File: config.mk
export PLATFORM = sky130hd
export DESIGN_NAME = matris_besleyici_flat
export DESIGN_NICKNAME = d
export VERILOG_FILES = /design/src/rtl/matris_besleyici_if.sv /design/src/rtl/matris_besleyici.sv /design/src/flat_wrapper.sv
export SDC_FILE = /design/constraint.sdc
export NUM_CORES = 1
export LEC_CHECK = 0
export CAP_MARGIN = 20
export CORE_MARGIN = 4
export CORE_UTILIZATION = 56
export CTS_CLUSTER_DIAMETER = 100
export CTS_CLUSTER_SIZE = 40
export DETAILED_ROUTE_END_ITERATION = 10
export PLACE_DENSITY = 0.79
export SLEW_MARGIN = 30
export SYNTH_ARGS = -nofsm -noshare
export SYNTH_HDL_FRONTEND = slang
export SYNTH_SLANG_ARGS = --single-unit
File: constraint.sdc
create_clock -name clk -period 3.1 [get_ports clk]
set_input_delay 0.465 -clock clk [delete_from_list [all_inputs] [get_ports clk]]
set_output_delay 0.465 -clock clk [all_outputs]
set_load 0.05 [all_outputs]
File: src/rtl/matris_besleyici_if.sv
// matris_besleyici_if: operand load, start, operand stream and result bus of the multiplier feeder
interface matris_besleyici_if #(parameter int M = 8);
  localparam int R = 2*M+2;
  logic yaz_en;
  logic [3:0] yaz_adr;
  logic [M-1:0] yaz_veri;
  logic basla;
  logic [M-1:0] matris_veri;
  logic matris_gecerli;
  logic [R-1:0] carpim_veri;
  logic carpim_gecerli;
  logic [4*R-1:0] sonuc;
  logic mesgul;
  logic bitti;
  logic hata;
  modport master (
    output yaz_en, yaz_adr, yaz_veri, basla, carpim_veri, carpim_gecerli,
    input matris_veri, matris_gecerli, sonuc, mesgul, bitti, hata
  );
  modport slave (
    input yaz_en, yaz_adr, yaz_veri, basla, carpim_veri, carpim_gecerli,
    output matris_veri, matris_gecerli, sonuc, mesgul, bitti, hata
  );
endinterface

File: src/rtl/matris_besleyici.sv
// matris_besleyici: streams 16 preloaded operands to the 2x4*4x2 multiplier and collects its 4 results
module matris_besleyici #(
  parameter int M = 8,
  parameter int TIMEOUT = 64
) (
  input logic clk,
  input logic rst,
  matris_besleyici_if.slave bus
);
  localparam int R = 2*M+2;
  localparam int W = $clog2(TIMEOUT+1);
  typedef enum logic [1:0] {IDLE, SEND, WAIT, DONE} state_t;
  state_t state;
  logic [M-1:0] mem [16];
  logic [3:0] idx;
  logic [1:0] k;
  logic [W-1:0] w;
  logic [R-1:0] slot [0:2];
  logic [M-1:0] nxt;
  // word 0 is read in the start cycle, so a simultaneous write to it is forwarded
  always_comb nxt = (state == IDLE) ? ((bus.yaz_en && bus.yaz_adr == 4'd0) ? bus.yaz_veri : mem[0]) : mem[idx+4'd1];
  always_ff @(posedge clk)
    if (!rst && state == IDLE && bus.yaz_en) mem[bus.yaz_adr] <= bus.yaz_veri;
  always_ff @(posedge clk) begin
    if (rst) begin
      state <= IDLE;
      idx <= '0;
      k <= '0;
      w <= '0;
      for (int i = 0; i < 3; i++) slot[i] <= '0;
      bus.matris_veri <= '0;
      bus.matris_gecerli <= 1'b0;
      bus.sonuc <= '0;
      bus.mesgul <= 1'b0;
      bus.bitti <= 1'b0;
      bus.hata <= 1'b0;
    end else begin
      bus.bitti <= 1'b0;
      case (state)
        IDLE: if (bus.basla) begin
          state <= SEND;
          idx <= '0;
          bus.hata <= 1'b0;
          bus.mesgul <= 1'b1;
          bus.matris_gecerli <= 1'b1;
          bus.matris_veri <= nxt;
        end
        SEND: if (idx == 4'd15) begin
          state <= WAIT;
          w <= '0;
          k <= '0;
          bus.matris_gecerli <= 1'b0;
          bus.matris_veri <= '0;
        end else begin
          idx <= idx + 4'd1;
          bus.matris_veri <= nxt;
        end
        WAIT: begin
          w <= w + 1'b1;
          if (bus.carpim_gecerli && k == 2'd3) begin
            // fourth result goes straight into sonuc so bitti follows it by one cycle
            state <= DONE;
            bus.sonuc <= {bus.carpim_veri, slot[2], slot[1], slot[0]};
            bus.bitti <= 1'b1;
            bus.mesgul <= 1'b0;
          end else begin
            if (bus.carpim_gecerli) begin
              slot[k] <= bus.carpim_veri;
              k <= k + 2'd1;
            end
            if (w == W'(TIMEOUT-1)) begin
              state <= IDLE;
              bus.hata <= 1'b1;
              bus.mesgul <= 1'b0;
            end
          end
        end
        DONE: state <= IDLE;
      endcase
    end
  end
endmodule

File: src/flat_wrapper.sv
// flat-port wrapper written by rule: the top's interface ports become plain ports
module matris_besleyici_flat 
#(
  parameter int M = 8,
  parameter int TIMEOUT = 64
)
  (clk, rst, bus_yaz_en, bus_yaz_adr, bus_yaz_veri, bus_basla, bus_carpim_veri, bus_carpim_gecerli, bus_matris_veri, bus_matris_gecerli, bus_sonuc, bus_mesgul, bus_bitti, bus_hata);
  matris_besleyici_if #(.M(M)) bus_i ();
  input logic clk;
  input logic rst;
  input wire logic [$bits(bus_i.yaz_en)-1:0] bus_yaz_en;
  input wire logic [$bits(bus_i.yaz_adr)-1:0] bus_yaz_adr;
  input wire logic [$bits(bus_i.yaz_veri)-1:0] bus_yaz_veri;
  input wire logic [$bits(bus_i.basla)-1:0] bus_basla;
  input wire logic [$bits(bus_i.carpim_veri)-1:0] bus_carpim_veri;
  input wire logic [$bits(bus_i.carpim_gecerli)-1:0] bus_carpim_gecerli;
  output wire logic [$bits(bus_i.matris_veri)-1:0] bus_matris_veri;
  output wire logic [$bits(bus_i.matris_gecerli)-1:0] bus_matris_gecerli;
  output wire logic [$bits(bus_i.sonuc)-1:0] bus_sonuc;
  output wire logic [$bits(bus_i.mesgul)-1:0] bus_mesgul;
  output wire logic [$bits(bus_i.bitti)-1:0] bus_bitti;
  output wire logic [$bits(bus_i.hata)-1:0] bus_hata;
  assign bus_i.yaz_en = bus_yaz_en;
  assign bus_i.yaz_adr = bus_yaz_adr;
  assign bus_i.yaz_veri = bus_yaz_veri;
  assign bus_i.basla = bus_basla;
  assign bus_i.carpim_veri = bus_carpim_veri;
  assign bus_i.carpim_gecerli = bus_carpim_gecerli;
  assign bus_matris_veri = bus_i.matris_veri;
  assign bus_matris_gecerli = bus_i.matris_gecerli;
  assign bus_sonuc = bus_i.sonuc;
  assign bus_mesgul = bus_i.mesgul;
  assign bus_bitti = bus_i.bitti;
  assign bus_hata = bus_i.hata;
  matris_besleyici #(.M(M), .TIMEOUT(TIMEOUT)) u_core (.clk(clk), .rst(rst), .bus(bus_i));
endmodule
Word-level counts from Yosys, hierarchy flattened
Memory sizes are Yosys's and may differ from the RTL's. A register that Yosys moved wholly into a read port is not among the register bits.
Index checks and enable logic that the tools add are counted.
{"block": "classes", "mux": 42, "n_eq_ne": 13, "bitwise_logic": 1, "add_sub_neg": 3, "n_reduce_logical": 21}
{"cell": "$mux 8", "count": 4}
{"cell": "$mux 1", "count": 18}
{"cell": "$mux 18", "count": 1}
{"cell": "$reduce_or 18->1", "count": 1}
{"cell": "$mux 2", "count": 8}
{"cell": "$pmux 8 s2", "count": 1}
{"cell": "$pmux 7 s2", "count": 1}
{"cell": "$reduce_and 3->1", "count": 4}
{"cell": "$mux 4", "count": 2}
{"cell": "$ne 2x2->1 const B", "count": 4}
{"cell": "$pmux 2 s4", "count": 1}
{"cell": "$pmux 4 s2", "count": 1}
{"cell": "$reduce_and 4->1", "count": 2}
{"cell": "$add 7x1->7 const B", "count": 1}
{"cell": "$eq 7x6->1 const B", "count": 1}
{"cell": "$mux 7", "count": 1}
{"cell": "$eq 2x2->1 const B", "count": 3}
{"cell": "$pmux 1 s2", "count": 3}
{"cell": "$reduce_and 2->1", "count": 3}
{"cell": "$reduce_bool 2->1", "count": 3}
{"cell": "$add 4x1->4 const B", "count": 1}
{"cell": "$eq 4x4->1 const B", "count": 1}
{"cell": "$logic_and 1x1->1", "count": 4}
{"cell": "$logic_not 4->1", "count": 1}
{"cell": "9 further kinds", "count": 10}
{"block": "word_totals", "ram_bits": 182, "in_bits": 35, "ff_bits": 99, "memories": 2, "out_inout_bits": 84}
{"memory": "u_core.mem", "words": 16, "width": 8, "read_ports": 2, "rd_ports_with_merged_regs": 0, "wr": 1, "line_no": "matris_besleyici.sv:14", "rtl": "logic [M-1:0] mem [16];"}
{"memory": "u_core.slot", "words": 3, "width": 18, "read_ports": 3, "rd_ports_with_merged_regs": 3, "wr": 3, "line_no": "matris_besleyici.sv:18", "rtl": "logic [R-1:0] slot [0:2];"}

Logic depth before layout (Yosys ltp)
Gate-level depths: netlist of the first run.
{"block": "depth", "depth_word": 8, "ltp_mapped": 7, "mapped_depth_nobuf": 6}

Worst setup path after synthesis of the first run
OpenSTA, ideal clock, no wires.
{"block": "synth_path", "path_kind": "reg2reg", "from": "register u_core.state[1]", "to": "memory u_core.mem[2][0], enable pin", "required_ns": 2.717, "period_less_slack_ns": 2.165, "path_slack_ns": 0.935, "n_path_buf": 0, "path_stages_with_launch": 5, "setup_time_ns": 0.383, "t_arrival_ns": 1.782, "cell_sequence": "dfxtp_1 > or2_2 > nor3b_1 > nand3b_1 > nor3_1"}
{"block": "synth_via", "elab_chain_cells": 5}
{"element": "start, declared", "line_no": "matris_besleyici.sv:13", "rtl": "state_t state;"}
{"element": "start signal, assigned", "line_no": "matris_besleyici.sv:26", "rtl": "state <= IDLE;"}
{"element": "start signal, assigned", "line_no": "matris_besleyici.sv:41", "rtl": "state <= SEND;"}
{"element": "start signal, assigned", "line_no": "matris_besleyici.sv:49", "rtl": "state <= WAIT;"}
{"element": "$logic_not 2->1", "line_no": "matris_besleyici.sv:23", "rtl": "if (!rst && state == IDLE && bus.yaz_en) mem[bus.yaz_adr] <= bus.yaz_veri;"}
{"element": "$logic_and 1x1->1 (2 in series)", "line_no": "matris_besleyici.sv:23"}
{"element": "$mux 1", "line_no": "matris_besleyici.sv:23"}
{"element": "$mux 1 (not written as such)", "line_no": "matris_besleyici.sv:23"}
{"element": "end, declared", "line_no": "matris_besleyici.sv:14"}
Every way passes these cells.

==> impl_metrics.py, run 1 <==
metrics = {
    "place": {
        "gp_congestion": 0.8309,
        "portBuffers": 118,
        "dpl_worst_slack_ps": 447.7,
        "placed_area_sq_um": 12460,
        "hpwl_um": 17340,
        "dpl.cell_count": 1217,
    },
    "layout": {
        "finalInstanceArea_sq_um": 12800,
        "final_common_cell": "edfxtp_1",
        "drive_above_1_share_pct": 7.297,
        "diodes": 0,
        "nNetsFinal": 1011,
        "final_cell_mix": "edfxtp_1, nand2_1, clkdlybuf4s50_1",
        "instances_no_fill": 1233,
        "postLayoutCoreUtil_pct": 67.75,
        "syn_to_final_growth_pct": 17.42,
    },
    "clock_network": {
        "numClockSinks": 281,
        "hold_buffers": 0,
        "cts-resized-gates": 0,
        "ctsHtreeMaxLevel": 1,
        "clk_path_buf_depth": 3,
        "post_cts_buffers": 0,
        "clkLatencyLatePin_ps": 500,
        "cts_inserted_buffers": 11,
        "cts_tree": "built",
        "path_clk_slew_ps": 140,
        "root_buffer": "clkbuf_16",
    },
    "floorplan": {
        "die_w_um": 147.5,
        "ioPinCount": 119,
        "row_count": 50,
        "initial_core_util_pct": 57.70,
        "die_y_um": 147.5,
        "dieArea_sq_um": 21760,
        "coreArea_sq_um": 18890,
    },
    "flow_run": {
        "drv_cap": 0,
    },
    "power_and_ir_drop": {
        "ir_worst_vdd_uv": 659.9,
        "swShare_pct": 25.03,
        "powerDensity_nw_per_um2": 530.2,
        "leakage_nw": 4.343,
        "internal-power_mw": 5.088,
        "comb_power_share_pct": 12.5,
        "p_total_mw": 6.787,
        "switchingPower_mw": 1.698,
        "power_frac_clock_pct": 26.8,
        "pwr-share-seq_pct": 60.8,
    },
    "critical_path": {
        "cp.arrival_ps": 2780,
        "max_stage_delay_ps": 690,
        "critPathKind": "reg -> reg",
        "rrSetupSlack_ps": 450,
        "worstRegToRegCells": 3,
        "r2r_end": "u_core.slot[1][2]$_SDFFCE_PN0P_",
        "rr_startpoint": "u_core.state[1]$_SDFFE_PP0P_",
        "start_kind": "flop",
        "required_ps": 3230,
        "crit_fanout": 18,
        "critPathCaptureType": "flop",
        "crit_slowest_cell": "dfxtp_1",
        "crit_path_cell_trace": "nand2b_1 > nor3b_1 > a21o_1",
    },
    "global_route": {
        "globalRouteOverflowTotal": 0,
        "antenna_found_initial": 0,
        "grt_max_degree": 43,
        "grt_pass1_vias": 6855,
        "track_usage_pct": 22.47,
        "grt_pass1_wl_um": 38460,
    },
    "timing": {
        "max_slew_margin_pct": 50.31,
        "finalSetupTns_ps": 0,
        "maxSlewViolCount": 0,
        "max_freq_mhz": 377.3,
        "min_period_ps": 2650,
        "worstMarginPinSlew_ps": 742.7,
        "setup_viol": 0,
        "setup_ws_ps": 449.7,
        "whs_ps": 343.4,
        "finalHoldViolCount": 0,
        "finClkSkew_ps": 26.01,
        "rsz0062_at_grt": "no",
        "fin_crit_sh_pct": 85.49,
    },
    "synth": {
        "synth-seq-cells": 281,
        "ys.flop_type": "edfxtp_1",
        "seq_area_frac_synth_pct": 68.32,
        "syn_nets": 902,
        "async_flop_share_pct": 0,
        "synth.distinct_cells": 37,
        "synth_edf_count": 182,
        "syn_area_sq_um": 10900,
        "avgSynthCellArea_sq_um": 12.66,
        "synthCells": 861,
        "yosysWarnings": 0,
    },
    "outcome": {
        "outcome": "finished clean",
    },
    "worst_hold_path": {
        "hold_depth": 2,
        "min-delay-start": "rst",
        "worstHoldPathType": "in -> reg",
        "min_to": "u_core.idx[1]$_SDFFE_PP0P_",
    },
    "route": {
        "detail_route.vias_per_cell": 5.702,
        "dr.first_iter.drc_count": 569,
        "drtPass1Iterations": 5,
        "vias": 7030,
        "wirelength_um": 24670,
        "wl_per_cell_um": 20.00,
        "drc": 0,
        "ant_nets": 0,
    },
}
==> cell usage after synthesis, types with 4 or more instances <==
cell type | instances | area share [%]
nand3b_1 | 4 | 0.28
ha_1 | 6 | 0.69
nand3_1 | 9 | 0.41
a22oi_1 | 17 | 1.2
buf_1 | 4 | 0.14
nor2b_1 | 4 | 0.23
mux2i_1 | 43 | 3.9
a21o_1 | 11 | 0.76
nor3_1 | 7 | 0.32
clkbuf_1 | 41 | 1.4
a311oi_1 | 7 | 0.56
edfxtp_1 | 182 | 50
o21ai_0 | 4 | 0.18
a21oi_1 | 91 | 4.2
a211oi_1 | 9 | 0.62
nand2b_1 | 5 | 0.29
mux4_2 | 19 | 3.9
nor2_1 | 47 | 1.6
inv_1 | 9 | 0.31
dfxtp_1 | 99 | 18
nand2_1 | 163 | 5.6
and3_1 | 56 | 3.2
==> state kept, by name, indices dropped and copies added, names as in the netlist <==
name,count
u_core.idx,4
u_core.bus.bitti,1
u_core.bus.matris_veri,8
u_core.bus.matris_gecerli,1
u_core.state,2
u_core.w,7
u_core.mem,128
u_core.bus.hata,1
u_core.k,2
bus_sonuc,54
u_core.bus.sonuc,18
u_core.slot,54
u_core.bus.mesgul,1
==> worst max-delay path: cells and delay by family (launching register included) <==
kind	cells	cell delay, ps
flip-flops	1	690
AO/OA/AOI/OAI	1	660
AND/OR/NAND/NOR	2	940
==> power groups by stage <==
stage,logic (mW),registers [mW],clock network [mW]
floorplan,0.448,4.28,0
detailed placement,0.843,4.21,0
global route,0.913,4.14,1.96
finish,0.845,4.12,1.82
CTS,0.846,4.12,1.85
global placement,0.829,4.21,0
==> layer usage <==
metal,GRT usage [%],vias up,share of wire (%)
li1,-,3327,-
met1,29.68,3404,39
met2,39.11,255,51
met3,3.127,44,6.7
met4,6.524,0,2.9
met5,0,-,0
==> cells by family after synthesis <==
kind of cell / count (synthesis) / synth area share, %
xor+xnor: 2 / 0.3329
compound gates: 143 / 7.714
fa+ha+maj: 6 / 0.6887
simple gates: 306 / 12.63
flops: 281 / 68.32
mux: 63 / 7.977
buf+inv: 60 / 2.341
==> cell type report <==
class | instances | area (sq um)
inverters | 9 | 33.78
clock buffers | 14 | 286.5
well taps | 260 | 325.3
clock inverters | 2 | 50.05
repair buffers | 147 | 1446
flip-flops and latches | 281 | 7447
fillers | 1380 | 6093
multi-input cells | 520 | 3211
==> how the worst max path moves through the flow <==
stage / start / endpoint / slack [ps] / depth (start not counted)
finish: u_core.state[1]$_SDFFE_PP0P_ / u_core.slot[1][2]$_SDFFCE_PN0P_ / 450 / 3
global route: u_core.state[1]$_SDFFE_PP0P_ / u_core.slot[2][2]$_SDFFCE_PN0P_ / 200 / 3
CTS: u_core.state[1]$_SDFFE_PP0P_ / u_core.slot[1][2]$_SDFFCE_PN0P_ / 470 / 3
detailed placement: bus_carpim_gecerli / u_core.slot[1][10]$_SDFFCE_PN0P_ / 450 / 3
global placement: bus_carpim_gecerli / u_core.slot[1][10]$_SDFFCE_PN0P_ / 470 / 3
floorplan: u_core.state[1]$_SDFFE_PP0P_ / u_core.mem[2][0]$_DFFE_PP_ / 940 / 4
(Power assumes the default switching activity.)
==> run 2, diff against run 1 <==
--- a/config.mk
+++ b/config.mk
@@ -5,7 +5,6 @@
 export SDC_FILE = /design/constraint.sdc
 export NUM_CORES = 1
 export LEC_CHECK = 0
-export CAP_MARGIN = 20
 export CORE_MARGIN = 4
 export CORE_UTILIZATION = 56
 export CTS_CLUSTER_DIAMETER = 100
==> results of run 2 <==
No change in the layout: final DEF, timing and power equal those of run 1.
